File: config.mk
export PLATFORM = sky130hd
export DESIGN_NAME = seg7_multi_display
export DESIGN_NICKNAME = d
export VERILOG_FILES = /design/src/rtl/seg7_multi_display.sv
export SDC_FILE = /design/constraint.sdc
export NUM_CORES = 1
export LEC_CHECK = 0
export ABC_CLOCK_PERIOD_IN_PS = 3100
export BUFFER_PORTS_ARGS = -buffer_cell sky130_fd_sc_hd__buf_2
export CAP_MARGIN = 20
export CELL_PAD_IN_SITES_DETAIL_PLACEMENT = 0
export CELL_PAD_IN_SITES_GLOBAL_PLACEMENT = 2
export CORE_ASPECT_RATIO = 1.75
export CORE_UTILIZATION = 37
export CTS_BUF_LIST = sky130_fd_sc_hd__clkbuf_4 sky130_fd_sc_hd__clkbuf_8
export DETAILED_ROUTE_END_ITERATION = 6
export PLACE_DENSITY_LB_ADDON = 0.1
export SYNTH_ARGS = -nofsm -noshare
export SYNTH_HDL_FRONTEND = slang
export SYNTH_SLANG_ARGS = --single-unit
File: constraint.sdc
create_clock -name clk -period 3.1 [get_ports clk]
set_clock_uncertainty 0.1 [all_clocks]
set_input_delay 0.31 -clock clk [delete_from_list [all_inputs] [get_ports clk]]
set_output_delay 0.31 -clock clk [all_outputs]
set_load 0.05 [all_outputs]
File: src/rtl/seg7_multi_display.sv
// Binary value to NUM_DIGITS active-low 7-segment digits: double-dabble, hex mode, LZ blanking, overflow dashes, blink.
// Decimal load->leds takes WIDTH+1 cycles and hex takes 1 cycle; a load while busy is dropped, nothing is queued.
module seg7_multi_display #(
    parameter int NUM_DIGITS   = 6,
    parameter int WIDTH        = 16,
    parameter int BLINK_PERIOD = 25000000
) (
    input  logic                    clk,
    input  logic                    reset,
    input  logic                    load,
    input  logic [WIDTH-1:0]        value,
    input  logic                    hex_mode,
    input  logic                    blank_lz,
    input  logic                    blink_en,
    output logic [NUM_DIGITS*7-1:0] leds,
    output logic                    busy,
    output logic                    done,
    output logic                    overflow
);
    localparam int BW = 4 * NUM_DIGITS;
    localparam int SW = $clog2(WIDTH + 1);
    localparam int CW = $clog2(BLINK_PERIOD + 1);
    localparam logic [6:0] SEG_BLANK = 7'b1111111;
    localparam logic [6:0] SEG_DASH  = 7'b0111111;

    typedef enum logic [1:0] {IDLE, CONVERT, UPDATE} state_t;

    state_t                  state_q, state_d;
    logic [SW-1:0]           step_q, step_d;
    logic [WIDTH-1:0]        shift_q, shift_d;
    logic [BW-1:0]           bcd_q, bcd_d;
    logic                    sticky_q, sticky_d;
    logic                    hex_q, hex_d;
    logic                    blz_q, blz_d;
    logic [NUM_DIGITS*7-1:0] disp_q, disp_d;
    logic                    done_q, done_d;
    logic                    ovf_q, ovf_d;
    logic [CW-1:0]           cnt_q, cnt_d;
    logic                    phase_q, phase_d;

    logic                    accept;
    logic [BW-1:0]           bcd_adj;
    logic [BW-1:0]           hexpad;
    logic [BW-1:0]           digits;
    logic                    seen_nz;
    logic [NUM_DIGITS*7-1:0] disp_new;

    function automatic logic [6:0] seg7(input logic [3:0] d);
        case (d)
            4'h0: seg7 = 7'b1000000;
            4'h1: seg7 = 7'b1111001;
            4'h2: seg7 = 7'b0100100;
            4'h3: seg7 = 7'b0110000;
            4'h4: seg7 = 7'b0011001;
            4'h5: seg7 = 7'b0010010;
            4'h6: seg7 = 7'b0000010;
            4'h7: seg7 = 7'b1111000;
            4'h8: seg7 = 7'b0000000;
            4'h9: seg7 = 7'b0010000;
            4'hA: seg7 = 7'b0001000;
            4'hB: seg7 = 7'b0000011;
            4'hC: seg7 = 7'b1000110;
            4'hD: seg7 = 7'b0100001;
            4'hE: seg7 = 7'b0000110;
            default: seg7 = 7'b0001110;
        endcase
    endfunction

    // Hex UPDATE is not a busy cycle, so a new load may be taken there as well as in IDLE.
    assign busy   = (state_q == CONVERT) || ((state_q == UPDATE) && !hex_q);
    assign accept = load && !busy;

    always_comb begin
        bcd_adj  = '0;
        hexpad   = '0;
        digits   = '0;
        seen_nz  = 1'b0;
        disp_new = '0;
        for (int i = 0; i < NUM_DIGITS; i++) begin
            bcd_adj[4*i +: 4] = (bcd_q[4*i +: 4] >= 4'd5) ? bcd_q[4*i +: 4] + 4'd3 : bcd_q[4*i +: 4];
        end
        for (int b = 0; b < WIDTH && b < BW; b++) begin
            hexpad[b] = shift_q[b];
        end
        digits = hex_q ? hexpad : bcd_q;
        // Walk from the top digit so blanking stops at the first nonzero digit.
        for (int i = NUM_DIGITS - 1; i >= 0; i--) begin
            seen_nz = seen_nz || (digits[4*i +: 4] != 4'd0);
            if (sticky_q && !hex_q) begin
                disp_new[7*i +: 7] = SEG_DASH;
            end else if (blz_q && !seen_nz && (i != 0)) begin
                disp_new[7*i +: 7] = SEG_BLANK;
            end else begin
                disp_new[7*i +: 7] = seg7(digits[4*i +: 4]);
            end
        end
    end

    always_comb begin
        state_d  = state_q;
        step_d   = step_q;
        shift_d  = shift_q;
        bcd_d    = bcd_q;
        sticky_d = sticky_q;
        hex_d    = hex_q;
        blz_d    = blz_q;
        disp_d   = disp_q;
        done_d   = 1'b0;
        ovf_d    = ovf_q;
        cnt_d    = cnt_q;
        phase_d  = phase_q;

        case (state_q)
            CONVERT: begin
                {bcd_d, shift_d} = {bcd_adj, shift_q} << 1;
                if (bcd_adj[BW-1]) begin
                    sticky_d = 1'b1;
                end
                step_d = step_q + 1'b1;
                if (step_q == SW'(WIDTH - 1)) begin
                    state_d = UPDATE;
                end
            end
            UPDATE: begin
                disp_d  = disp_new;
                done_d  = 1'b1;
                ovf_d   = sticky_q;
                state_d = IDLE;
            end
            default: ;
        endcase

        if (accept) begin
            shift_d  = value;
            hex_d    = hex_mode;
            blz_d    = blank_lz;
            bcd_d    = '0;
            sticky_d = 1'b0;
            step_d   = '0;
            ovf_d    = 1'b0;
            state_d  = hex_mode ? UPDATE : CONVERT;
        end

        if (cnt_q == CW'(BLINK_PERIOD - 1)) begin
            cnt_d   = '0;
            phase_d = ~phase_q;
        end else begin
            cnt_d = cnt_q + 1'b1;
        end
    end

    always_ff @(posedge clk) begin
        if (reset) begin
            state_q  <= IDLE;
            step_q   <= '0;
            shift_q  <= '0;
            bcd_q    <= '0;
            sticky_q <= 1'b0;
            hex_q    <= 1'b0;
            blz_q    <= 1'b0;
            disp_q   <= {NUM_DIGITS{SEG_BLANK}};
            done_q   <= 1'b0;
            ovf_q    <= 1'b0;
            cnt_q    <= '0;
            phase_q  <= 1'b1;
        end else begin
            state_q  <= state_d;
            step_q   <= step_d;
            shift_q  <= shift_d;
            bcd_q    <= bcd_d;
            sticky_q <= sticky_d;
            hex_q    <= hex_d;
            blz_q    <= blz_d;
            disp_q   <= disp_d;
            done_q   <= done_d;
            ovf_q    <= ovf_d;
            cnt_q    <= cnt_d;
            phase_q  <= phase_d;
        end
    end

    assign leds     = (blink_en && !phase_q) ? {NUM_DIGITS{SEG_BLANK}} : disp_q;
    assign done     = done_q;
    assign overflow = ovf_q;
endmodule

# Word level (Yosys, flattened, before mapping)
# Memory sizes are Yosys's and may differ from the RTL's.
# Index checks and enable logic that the tools add are counted.
# word_totals
reg_bits	120
mem_bits_ro	672
input_bits	22
out_inout_bits	45
elab_cells	97
n_memories	6
# op_classes
n_addsub	8
n_lt_le_gt_ge	6
eq_ne	5
mux	26
bitwise	1
reduce_logical	33
# memory_table
memory	depth	width	read_ports	rd_clocked_by_memory_dff	wr	line	source
(no name shown)	16	7	1	0	0	49	case (d)
(no name shown)	16	7	1	0	0	49	
(no name shown)	16	7	1	0	0	49	
(no name shown)	16	7	1	0	0	49	
(no name shown)	16	7	1	0	0	49	
(no name shown)	16	7	1	0	0	49	
# op_table
operator	count
$mux W7	11
$mux W42	1
$mux W16	2
$add A25 B1 Y25 const B	1
$eq A25 B25 Y1 const B	1
$add A4 B2 Y4 const B	6
$ge A4 B3 Y1 const B	6
$mux W24	1
$mux W4	6
$reduce_bool A4 Y1	5
$logic_and A1 B1 Y1	9
$logic_not A1 Y1	8
$mux W2	3
$add A5 B1 Y5 const B	1
$eq A5 B4 Y1 const B	1
$logic_or A1 B1 Y1	5
$pmux W2 S2	1
$reduce_and A2 Y1	2
$reduce_or A2 Y1	2
$ne A3 B2 Y1 const B	1
$reduce_bool A3 Y1	1
$eq A2 B1 Y1 const B	1
$eq A2 B2 Y1 const B	1
$reduce_bool A2 Y1	1
2 further kinds	2

# Longest topological paths before layout
# Gate-level depths: netlist of the first run.
# depth
word_depth	10
ltp_mapped	13
depth_no_buf	8

# Least setup slack after synthesis of the first run
# No wires, ideal clock.
# synth_path
path_type	register -> register
start	reg hex_q
end	reg disp_q[34]
setup_ps	120
t_arrival_ps	2505
t_required_ps	2880
setup_slack_ps	376
stages_incl_launch_ff	13
path_buffers	5
synth_period_minus_slack_ps	2724
cell_sequence	dfxtp_1 buf_6 buf_6 buf_2 buf_2 clkbuf_1 nand2b_1 inv_1 ha_1 mux2_2 a211oi_1 a21oi_1 a211o_1
# synth_via
elab_chain_len	7
word_cells_on_any_way	11
classes_between	mux (3); reduce/logical (7); memory (1)
# synth_lines
item	line	source
start: declaration	33	logic hex_q, hex_d;
start signal: assignment	159	hex_q <= 1'b0;
start signal: assignment	172	hex_q <= hex_d;
branches (longest 6 deep; another with $mem_v2 Z16 W7)	n/a	
$mux W7 (*)	89	if (sticky_q && !hex_q) begin
end signal: assignment	161	disp_q <= {NUM_DIGITS{SEG_BLANK}};
end signal: assignment	174	disp_q <= disp_d;
end: declaration	35	logic [NUM_DIGITS*7-1:0] disp_q, disp_d;
# Every way passes the cells marked *.
# A chain may end at the register's enable or synchronous reset.

# Worst setup path after layout of the first run
# layout_path
start	reg hex_q
end	reg disp_q[17]
# layout_via
elab_chain_len	9
word_cells_on_any_way	15
classes_between	mux (3); reduce/logical (11); memory (1)
# layout_lines
item	line
branches (longest 8 deep; another with $mem_v2 Z16 W7)	n/a
$mux W7 (*)	89
# Marks and branches as above.

==> results of run 1 <==
==> flip-flops by register name (all words and copies together), names as in the netlist <==
register  cells
shift_q      16
hex_q         1
disp_q       42
done          1
blz_q         1
state_q       2
cnt_q        25
bcd_q        24
sticky_q      1
phase_q       1
step_q        5
overflow      1
==> report_power, final <==
part	leakage, nW	switching (mW)	internal, mW
clock network	0.185	0.644	0.666
logic	2.04	0.373	0.181
registers	0.977	0.0526	1.61
==> Yosys cell counts, drive strengths merged (26+ instances only) <==
cell type / instances
xor2: 26
nor2: 76
dfxtp: 120
ha: 51
nand2b: 82
a21oi: 72
nand2: 66
o21ai: 41
clkbuf: 41
inv: 39
==> metal layers <==
metal / vias up / GRT usage
met4: 0 / 0.0769
met3: 19 / 0.0361
met5: - / 0
met2: 94 / 0.345
met1: 2956 / 0.229
li1: 3193 / -
==> area by class of cell <==
class / instances / area share
multi-input cells: 670 / 0.546
flip-flops and latches: 120 / 0.292
clock buffers: 20 / 0.0320
inverters: 39 / 0.0178
well taps: 241 / 0.0367
repair buffers: 89 / 0.0630
clock inverters: 12 / 0.0126
==> per-stage QoR <==
step	utilization	hold slack, ps	total power [mW]
floorplan	-	326	2.10
global placement	0.407	341	2.24
detailed placement	0.407	347	2.25
CTS	0.426	11.2	3.59
global route	0.426	38.0	3.70
finish	0.426	47.2	3.52
==> logic make-up after synthesis <==
family,count (synthesis),share of synthesized area
and+or+nand+nor,326,0.230
DFF,120,0.329
buffers and inverters,96,0.0577
AOI/OAI and AO/OA,215,0.186
xor gates and xnor gates,40,0.0480
adders and majority gates,51,0.0873
muxes,38,0.0618
==> worst paths after layout <==
kind / end / start / slack [ps] / cells past startpoint
max: disp_q[17]$_SDFFE_PP1N_ / hex_q$_SDFFE_PP0P_ / 370 / 6
min: shift_q[14]$_SDFFE_PP0P_ / value[14] / 50 / 3
max reg2reg: disp_q[17]$_SDFFE_PP1N_ / hex_q$_SDFFE_PP0P_ / 370 / 6
min reg2reg: overflow$_SDFFE_PP0N_ / overflow$_SDFFE_PP0N_ / 360 / 2
==> critical path, delay by kind of cell (launching register included) <==
family	cells	cell delay, ps
DFF	1	700
and+or+nand+nor	1	80
adders and majority gates	1	300
muxes	2	1040
buffers and inverters	1	170
AOI/OAI and AO/OA	1	230
==> load_flow_metrics.sql, run 1 <==
INSERT INTO impl_metrics (metric_group, metric, value, unit) VALUES
('timing', 'achievable-frequency', '366', 'MHz'),
('grt', 'via_count_of_the_first_global_routing_pass', '6168', ''),
('placed_design', 'placedInstanceArea', '0.00784', 'mm^2'),
('synthesis', 'synth.yosys.seq_area_share', '0.329', ''),
('floorplanning', 'coreArea', '0.0193', 'mm^2'),
('clock_network', 'worstSkewPairLatency', '450', 'ps'),
('layout', 'final_net_count', '1010', ''),
('layout', 'area_of_all_placed_cells_without_fillers', '0.00822', 'mm^2'),
('synthesis', 'count_of_distinct_cell_types_in_the_synthesized_netlist', '68', ''),
('worst_setup_path', 'cp_slowest_stage_delay', '700', 'ps'),
('grt', 'global_route_wire_length_before_repair', '31200', 'um'),
('pwr', 'total_leakage_power', '3.20', 'nW'),
('synthesis', 'synth_largest_type_area_fraction', '0.329', ''),
('timing', 'final.min_clock_period', '2730', 'ps'),
('worst_setup_path', 'critical_path.slowest_cell', 'sky130_fd_sc_hd__dfxtp_2', ''),
('synthesis', 'synth_warnings', '0', ''),
('layout', 'multi_input_area', '0.00449', 'mm^2'),
('grt', 'antenna_found_initial', '0', ''),
('drt', 'routed-via-count', '6262', ''),
('pwr', 'power_density_normalized_to_cell_area', '428', 'mW/mm^2'),
('grt', 'overflow', '0', ''),
('clock_network', 'cts_made_buffers', '17', ''),
('floorplanning', 'starting_utilization_of_the_core_area', '0.379', ''),
('drt', 'dr_wl_met3', '546', 'um'),
('timing', 'finalHoldViolCount', '0', ''),
('placed_design', 'dp_hpwl', '14300', 'um'),
('clock_network', 'path_clk_slew', '70', 'ps'),
('timing', 'slew_at_the_pin_closest_to_its_max_slew_limit', '714', 'ps'),
('worst_setup_path', 'critPathKind', 'reg -> reg', ''),
('synthesis', 'synth.avg_cell_area', '8.25', 'um^2'),
('layout', 'count_of_antenna_diodes_in_the_layout', '0', ''),
('grt', 'largest_net_degree_at_the_start_of_global_routing', '43', ''),
('timing', 'timing.final.crit_share', '0.882', ''),
('synthesis', 'syn_nets', '959', ''),
('drt', 'detail_route.first_pass.iterations', '4', ''),
('floorplanning', 'die_w', '108', 'um'),
('drt', 'met2WireLength', '9660', 'um'),
('layout', 'nFillCells', '1994', ''),
('layout', 'drive_gt1_frac', '0.157', ''),
('synthesis', 'yosysTopAreaCell', 'sky130_fd_sc_hd__dfxtp_1', ''),
('status', 'outcome', 'finished clean', ''),
('clock_network', 'clock_path_buffers', '2', ''),
('layout', 'area.growth.synth_to_final', '12.6', '%'),
('clock_network', 'clock_tree.root_cell', 'sky130_fd_sc_hd__clkbuf_8', ''),
('timing', 'setup_total_negative_slack', '0', 'ps'),
('placed_design', 'gp_congestion', '0.791', ''),
('flow_run', 'max-cap-violations', '0', ''),
('worst_setup_path', 'path_cells', 'mux2i_1 -> inv_1 -> ha_1 -> mux4_2 -> o32ai_1 -> nand2b_1', ''),
('timing', 'finalSetupViolations', '0', ''),
('layout', 'final_common_cell', 'sky130_fd_sc_hd__dfxtp_1', ''),
('layout', 'finalNonFillerCells', '1191', ''),
('clock_network', 'cts_sinks', '120', ''),
('synthesis', 'yosys_register_bits', '120', ''),
('worst_setup_path', 'critical_path_required', '3330', 'ps'),
('floorplanning', 'dieHeight', '188', 'um'),
('timing', 'rsz_0062_raised_after_global_routing', 'false', ''),
('worst_setup_path', 'arrival', '2970', 'ps'),
('timing', 'timing.slew.headroom', '0.520', ''),
('worst_setup_path', 'setup.worst_path.end_class', 'register', ''),
('hold_path', 'hold_path_class', 'in -> reg', ''),
('drt', 'top_layer', 'met4', ''),
('floorplanning', 'top_level_ports', '67', ''),
('worst_setup_path', 'crit_fanout', '26', ''),
('timing', 'timing.final.max_slew_violations', '0', ''),
('synthesis', 'postSynth.asyncResetShare', '0', ''),
('clock_network', 'post_cts_resized', '0', ''),
('clock_network', 'hold_buffers', '1', ''),
('drt', 'vias_per_cell', '5.26', ''),
('worst_setup_path', 'timing.critical_path.from_type', 'register', ''),
('grt', 'global_route.usage.total', '0.196', ''),
('synthesis', 'mappedNetlistArea', '0.00731', 'mm^2');
Note: power is estimated with default switching activity, not from simulation.
==> run 2: changes to the inputs <==
==> constraint.sdc (replaced) <==
create_clock -name clk -period 3.1 [get_ports clk]
set_clock_uncertainty 0.1 [all_clocks]
set_input_delay 0 -clock clk [delete_from_list [all_inputs] [get_ports clk]]
set_output_delay 0 -clock clk [all_outputs]
set_load 0.05 [all_outputs]
==> load_flow_metrics.sql, run 2 (synthesized netlist as in run 1, its figures left out) <==
INSERT INTO impl_metrics (metric_group, metric, value, unit) VALUES
('grt', 'largest_net_degree_at_the_start_of_global_routing', '43', ''),
('layout', 'sequential_standard_cell_area', '0.00240', 'mm^2'),
('placed_design', 'gp_congestion', '0.789', ''),
('timing', 'timing.final.max_slew_violations', '0', ''),
('pwr', 'worst_ir_drop_vdd', '0.249', 'mV'),
('layout', 'drive_gt1_frac', '0.151', ''),
('timing', 'finalHoldViolCount', '0', ''),
('worst_setup_path', 'crit_fanout', '26', ''),
('floorplanning', 'die_w', '108', 'um'),
('timing', 'timing.final.crit_share', '0.893', ''),
('timing', 'hold_slack', '250', 'ps'),
('drt', 'vias_per_cell', '5.22', ''),
('clock_network', 'cts.htree.levels', '4', ''),
('layout', 'max_flop_register', 'disp_q', ''),
('placed_design', 'port_buffers', '66', ''),
('layout', 'multi_input_area', '0.00449', 'mm^2'),
('floorplanning', 'die-area', '0.0203', 'mm^2'),
('layout', 'final_core_utilization', '0.447', ''),
('layout', 'nFillCells', '1994', ''),
('clock_network', 'worstSkewPairLatency', '450', 'ps'),
('timing', 'setup_total_negative_slack', '0', 'ps'),
('drt', 'drc', '0', ''),
('clock_network', 'cts_tree', 'yes', ''),
('clock_network', 'clock_path_buffers', '2', ''),
('clock_network', 'cts_made_buffers', '17', ''),
('layout', 'count_of_antenna_diodes_in_the_layout', '0', ''),
('timing', 'achievable-frequency', '361', 'MHz'),
('flow_run', 'max-cap-violations', '0', ''),
('drt', 'drt_first_iter_violations', '315', ''),
('worst_setup_path', 'arrival', '3000', 'ps'),
('timing', 'min_setup_slack_post_route', '333', 'ps'),
('drt', 'drtAntennaViolNets', '0', ''),
('drt', 'wl_per_cell', '15.8', 'um'),
('grt', 'global_route_wire_length_before_repair', '31500', 'um'),
('pwr', 'total_power', '3.85', 'mW'),
('drt', 'routed-via-count', '6380', ''),
('status', 'outcome', 'finished clean', ''),
('timing', 'final.min_clock_period', '2770', 'ps'),
('pwr', 'clock_power_share', '0.417', ''),
('worst_setup_path', 'setup.worst_path.end_class', 'register', ''),
('layout', 'flip_flop_count_of_the_largest_register_all_copies_and_words_added', '42', ''),
('clock_network', 'cts_sinks', '120', ''),
('worst_setup_path', 'timing.critical_path.from_type', 'register', ''),
('layout', 'final_common_cell', 'sky130_fd_sc_hd__dfxtp_1', ''),
('floorplanning', 'dieHeight', '188', 'um'),
('pwr', 'p_comb_frac', '0.153', ''),
('grt', 'overflow', '0', ''),
('layout', 'layout.cells.most_common_list', '119 x sky130_fd_sc_hd__dfxtp_1, 82 x sky130_fd_sc_hd__nand2b_1, 76 x sky130_fd_sc_hd__nor2_1', ''),
('worst_setup_path', 'critical_path.slowest_cell', 'sky130_fd_sc_hd__dfxtp_2', ''),
('worst_setup_path', 'path_cells', 'mux2i_1 -> inv_1 -> ha_1 -> mux4_2 -> o32ai_1 -> nand2b_1', ''),
('pwr', 'swShare', '0.273', ''),
('worst_setup_path', 'critical_path_required', '3330', 'ps'),
('layout', 'largest_regs', 'disp_q (42), cnt_q (25), bcd_q (24)', ''),
('pwr', 'total_leakage_power', '3.40', 'nW'),
('placed_design', 'dp_hpwl', '14200', 'um'),
('timing', 'finalSetupViolations', '0', ''),
('floorplanning', 'starting_utilization_of_the_core_area', '0.379', ''),
('worst_setup_path', 'cp_slowest_stage_delay', '720', 'ps'),
('pwr', 'p_seq_frac', '0.431', ''),
('hold_path', 'hold_path_class', 'in -> reg', ''),
('placed_design', 'pre_cts_setup_slack', '326', 'ps'),
('pwr', 'power_density_normalized_to_cell_area', '447', 'mW/mm^2'),
('floorplanning', 'rows', '67', ''),
('pwr', 'p_switching', '1.05', 'mW'),
('worst_setup_path', 'critPathKind', 'reg -> reg', ''),
('timing', 'rsz_0062_raised_after_global_routing', 'false', ''),
('floorplanning', 'coreArea', '0.0193', 'mm^2'),
('grt', 'via_count_of_the_first_global_routing_pass', '6285', ''),
('drt', 'detail_route.first_pass.iterations', '4', ''),
('drt', 'routed_wl', '19400', 'um'),
('timing', 'timing.slew.headroom', '0.479', ''),
('floorplanning', 'top_level_ports', '67', ''),
('clock_network', 'path_clk_slew', '80', 'ps'),
('grt', 'antenna_found_initial', '0', ''),
('clock_network', 'clock_tree.root_cell', 'sky130_fd_sc_hd__clkbuf_8', ''),
('grt', 'global_route.usage.total', '0.199', ''),
('timing', 'slew_at_the_pin_closest_to_its_max_slew_limit', '775', 'ps'),
('layout', 'area.growth.synth_to_final', '18.0', '%'),
('pwr', 'cellInternalPower', '2.80', 'mW'),
('layout', 'final_net_count', '1041', '');
==> run 2: path summary, 6_finish.rpt <==
check                             start                       to  slack [ps]  depth (start not counted)
hold / removal                 value[0]  shift_q[0]$_SDFFE_PP0P_         250                          4
setup reg to reg     hex_q$_SDFFE_PP0P_  disp_q[17]$_SDFFE_PP1N_         330                          6
hold reg to reg   overflow$_SDFFE_PP0N_    overflow$_SDFFE_PP0N_         360                          2
setup / recovery     hex_q$_SDFFE_PP0P_  disp_q[17]$_SDFFE_PP1N_         330                          6
==> run 2: power groups by stage <==
| stage | sequential, mW | clock, mW | combinational [mW] |
|---|---|---|---|
| final | 1.66 | 1.61 | 0.589 |
| after global routing | 1.67 | 1.73 | 0.639 |
| after CTS | 1.66 | 1.67 | 0.591 |
| after detailed placement | 1.69 | 0 | 0.553 |
| after global placement | 1.69 | 0 | 0.546 |
| after floorplan | 1.67 | 0 | 0.433 |
==> run 2: metal layers <==
layer	vias up	part of all wire	global-route usage
met2	105	0.50	0.341
met5	-	0	0
met4	0	0.037	0.111
li1	3252	-	-
met1	2989	0.44	0.233
met3	34	0.028	0.0264
==> run 2: stage by stage <==
stage	area, um^2	instances
2_1_floorplan	7310	886
3_3_place_gp	7830	1156
4_1_cts	8610	1221
3_5_place_dp	7830	1156
6_report	8620	1222
5_1_grt	8620	1222
==> run 2: layout make-up <==
cell class,count,area share
multi-input combinational,670,0.520
sequential,120,0.279
timing repair buffer,120,0.0964
clock buffer,25,0.0363
tap,241,0.0350
inverter,39,0.0170
clock inverter,7,0.0163
==> run 2: timing repair <==
item                      4_1_cts  5_1_grt
resized for setup               0        0
hold endpoints to repair       25        0
buffers inserted                0        0
hold buffers                   33        0
==> run 2: critical path: cells and delay by family, from the launching register on <==
kind | cells | cell delay [ps]
buffers and inverters | 1 | 160
AND/OR/NAND/NOR | 1 | 80
flip-flops | 1 | 720
AO/OA/AOI/OAI | 1 | 230
multiplexers | 2 | 1050
adder cells (fa/ha/maj) | 1 | 300
==> run 3: changes to the inputs <==
--- a/config.mk
+++ b/config.mk
@@ -14,6 +14,7 @@
 export CORE_UTILIZATION = 37
 export CTS_BUF_LIST = sky130_fd_sc_hd__clkbuf_4 sky130_fd_sc_hd__clkbuf_8
 export DETAILED_ROUTE_END_ITERATION = 6
+export MAX_ROUTING_LAYER = met4
 export PLACE_DENSITY_LB_ADDON = 0.1
 export SYNTH_ARGS = -nofsm -noshare
 export SYNTH_HDL_FRONTEND = slang
==> load_flow_metrics.sql, run 3 (synthesized netlist as in run 1, its figures left out) <==
INSERT INTO impl_metrics (metric_group, metric, value, unit) VALUES
('clock_network', 'postCtsSetupBuffers', '0', ''),
('timing', 'setup_total_negative_slack', '0', 'ps'),
('worst_setup_path', 'path_cells', 'mux2i_1 -> inv_1 -> ha_1 -> mux4_2 -> o32ai_1 -> nand2b_1', ''),
('worst_setup_path', 'timing.reg2reg.setup_slack', '340', 'ps'),
('pwr', 'total_leakage_power', '3.40', 'nW'),
('clock_network', 'cts_tree', 'yes', ''),
('hold_path', 'hold_path_class', 'in -> reg', ''),
('pwr', 'p_switching', '1.05', 'mW'),
('pwr', 'total_power', '3.85', 'mW'),
('worst_setup_path', 'arrival', '2990', 'ps'),
('grt', 'via_count_of_the_first_global_routing_pass', '6295', ''),
('status', 'outcome', 'finished clean', ''),
('clock_network', 'cts_sinks', '120', ''),
('drt', 'routed-via-count', '6404', ''),
('clock_network', 'path_clk_slew', '80', 'ps'),
('placed_design', 'port_buffers', '66', ''),
('timing', 'timing.final.max_slew_violations', '0', ''),
('layout', 'largest_regs', 'disp_q (42), cnt_q (25), bcd_q (24)', ''),
('floorplanning', 'rows', '67', ''),
('timing', 'final.min_clock_period', '2760', 'ps'),
('worst_setup_path', 'critPathLaunch', 'hex_q$_SDFFE_PP0P_', ''),
('worst_setup_path', 'worstSetupEndpoint', 'disp_q[17]$_SDFFE_PP1N_', ''),
('layout', 'max_flop_register', 'disp_q', ''),
('flow_run', 'max-cap-violations', '0', ''),
('grt', 'antenna_found_initial', '0', ''),
('worst_setup_path', 'timing.critical_path.from_type', 'register', ''),
('floorplanning', 'dieHeight', '188', 'um'),
('worst_setup_path', 'critical_path.slowest_cell', 'sky130_fd_sc_hd__dfxtp_2', ''),
('pwr', 'p_comb_frac', '0.153', ''),
('timing', 'hold_slack', '253', 'ps'),
('layout', 'final_common_cell', 'sky130_fd_sc_hd__dfxtp_1', ''),
('worst_setup_path', 'worst_r2r_endpoint', 'disp_q[17]$_SDFFE_PP1N_', ''),
('worst_setup_path', 'critical_path_required', '3330', 'ps'),
('layout', 'area.growth.synth_to_final', '18.0', '%'),
('timing', 'achievable-frequency', '362', 'MHz'),
('layout', 'count_of_antenna_diodes_in_the_layout', '0', ''),
('drt', 'routed_wl', '19300', 'um'),
('clock_network', 'clock_tree.root_cell', 'sky130_fd_sc_hd__clkbuf_8', ''),
('grt', 'largest_net_degree_at_the_start_of_global_routing', '43', ''),
('placed_design', 'gp_congestion', '0.800', ''),
('grt', 'global_route_wire_length_before_repair', '31500', 'um'),
('timing', 'rsz_0062_raised_after_global_routing', 'false', ''),
('pwr', 'worst_ir_drop_vdd', '0.249', 'mV'),
('timing', 'timing.final.crit_share', '0.892', ''),
('floorplanning', 'die-area', '0.0203', 'mm^2'),
('clock_network', 'cts.htree.levels', '4', ''),
('pwr', 'power_density_normalized_to_cell_area', '447', 'mW/mm^2'),
('floorplanning', 'starting_utilization_of_the_core_area', '0.379', ''),
('worst_setup_path', 'crit_fanout', '26', ''),
('floorplanning', 'die_w', '108', 'um'),
('timing', 'finalHoldViolCount', '0', ''),
('grt', 'global_route.usage.total', '0.204', ''),
('drt', 'drc', '0', ''),
('floorplanning', 'coreArea', '0.0193', 'mm^2'),
('layout', 'layout.cells.most_common_list', '119 x sky130_fd_sc_hd__dfxtp_1, 82 x sky130_fd_sc_hd__nand2b_1, 76 x sky130_fd_sc_hd__nor2_1', ''),
('timing', 'slew_at_the_pin_closest_to_its_max_slew_limit', '777', 'ps'),
('worst_setup_path', 'setup.worst_path.end_class', 'register', ''),
('clock_network', 'clock_path_buffers', '2', ''),
('layout', 'drive_gt1_frac', '0.151', ''),
('pwr', 'swShare', '0.273', ''),
('drt', 'drtAntennaViolNets', '0', ''),
('pwr', 'p_seq_frac', '0.431', ''),
('placed_design', 'dp_hpwl', '14200', 'um'),
('timing', 'finalSetupViolations', '0', ''),
('worst_setup_path', 'critPathKind', 'reg -> reg', ''),
('drt', 'wl_per_cell', '15.8', 'um'),
('worst_setup_path', 'rr_worst_depth', '6', ''),
('clock_network', 'worstSkewPairLatency', '450', 'ps'),
('timing', 'timing.slew.headroom', '0.477', ''),
('layout', 'flip_flop_count_of_the_largest_register_all_copies_and_words_added', '42', ''),
('worst_setup_path', 'cp_slowest_stage_delay', '720', 'ps'),
('layout', 'final_net_count', '1041', ''),
('grt', 'overflow', '0', ''),
('drt', 'vias_per_cell', '5.24', ''),
('drt', 'detail_route.first_pass.iterations', '4', ''),
('pwr', 'clock_power_share', '0.417', ''),
('drt', 'drt_first_iter_violations', '332', ''),
('clock_network', 'cts_made_buffers', '17', ''),
('worst_setup_path', 'critical_path.reg2reg.startpoint', 'hex_q$_SDFFE_PP0P_', ''),
('floorplanning', 'top_level_ports', '67', ''),
('pwr', 'cellInternalPower', '2.80', 'mW'),
('hold_path', 'timing.hold.worst.start', 'value[0]', '');
[run 3: final cells by class]
class | instances | area [um^2]
Clock buffer | 25 | 313
Fill cell | 1994 | 10700
Clock inverter | 7 | 140
Sequential cell | 120 | 2400
Tap cell | 241 | 302
Multi-Input combinational cell | 670 | 4490
Timing Repair Buffer | 120 | 831
Inverter | 39 | 146
[run 3: what timing repair did]
action / CTS / global route
endpoints found under the setup margin: 0 / 0
resized for setup: 0 / 0
endpoints found under the hold margin: 25 / 0
hold buffers: 33 / 0
[run 3: worst min-delay path by stage]
stage                              endpoint  slack [ps]  depth (start not counted)
detailed placement  shift_q[0]$_SDFFE_PP0P_         140                          3
global route        shift_q[0]$_SDFFE_PP0P_         250                          4
global placement    shift_q[0]$_SDFFE_PP0P_         130                          3
CTS                 shift_q[0]$_SDFFE_PP0P_         200                          4
finish              shift_q[0]$_SDFFE_PP0P_         250                          4
floorplan           shift_q[0]$_SDFFE_PP0P_          40                          2
[run 3: per-stage QoR]
| stage | utilization | cell area [um^2] | setup slack [ps] | std cells |
|---|---|---|---|---|
| 2_1_floorplan | - | 7310 | 376 | 886 |
| 3_3_place_gp | 0.406 | 7830 | 438 | 1156 |
| 3_5_place_dp | 0.406 | 7830 | 326 | 1156 |
| 4_1_cts | 0.447 | 8610 | 218 | 1221 |
| 5_1_grt | 0.447 | 8620 | 108 | 1222 |
| 6_report | 0.447 | 8620 | 335 | 1222 |
[run 3: critical path, delay by kind of cell (launching register included)]
kind                       cells  cell delay [ps]
DFF                            1              720
buffers and inverters          1              160
adders and majority gates      1              300
and+or+nand+nor                1               80
AOI/OAI and AO/OA              1              230
muxes                          2             1050
[run 3: layer usage]
layer  vias up  global-route usage  wire length, um
met1      2983               0.233             8500
met2       134               0.341             9660
met5         -                   -                0
met4         0               0.111              635
met3        33              0.0257              517
li1       3254                   -                -
[run 3: power groups by stage]
stage                     registers (mW)  clock network, mW  logic [mW]
after floorplan                     1.67                  0       0.433
final                               1.66               1.61       0.588
after global routing                1.67               1.73       0.639
after global placement              1.69                  0       0.546
after CTS                           1.66               1.67       0.591
after detailed placement            1.69                  0       0.553
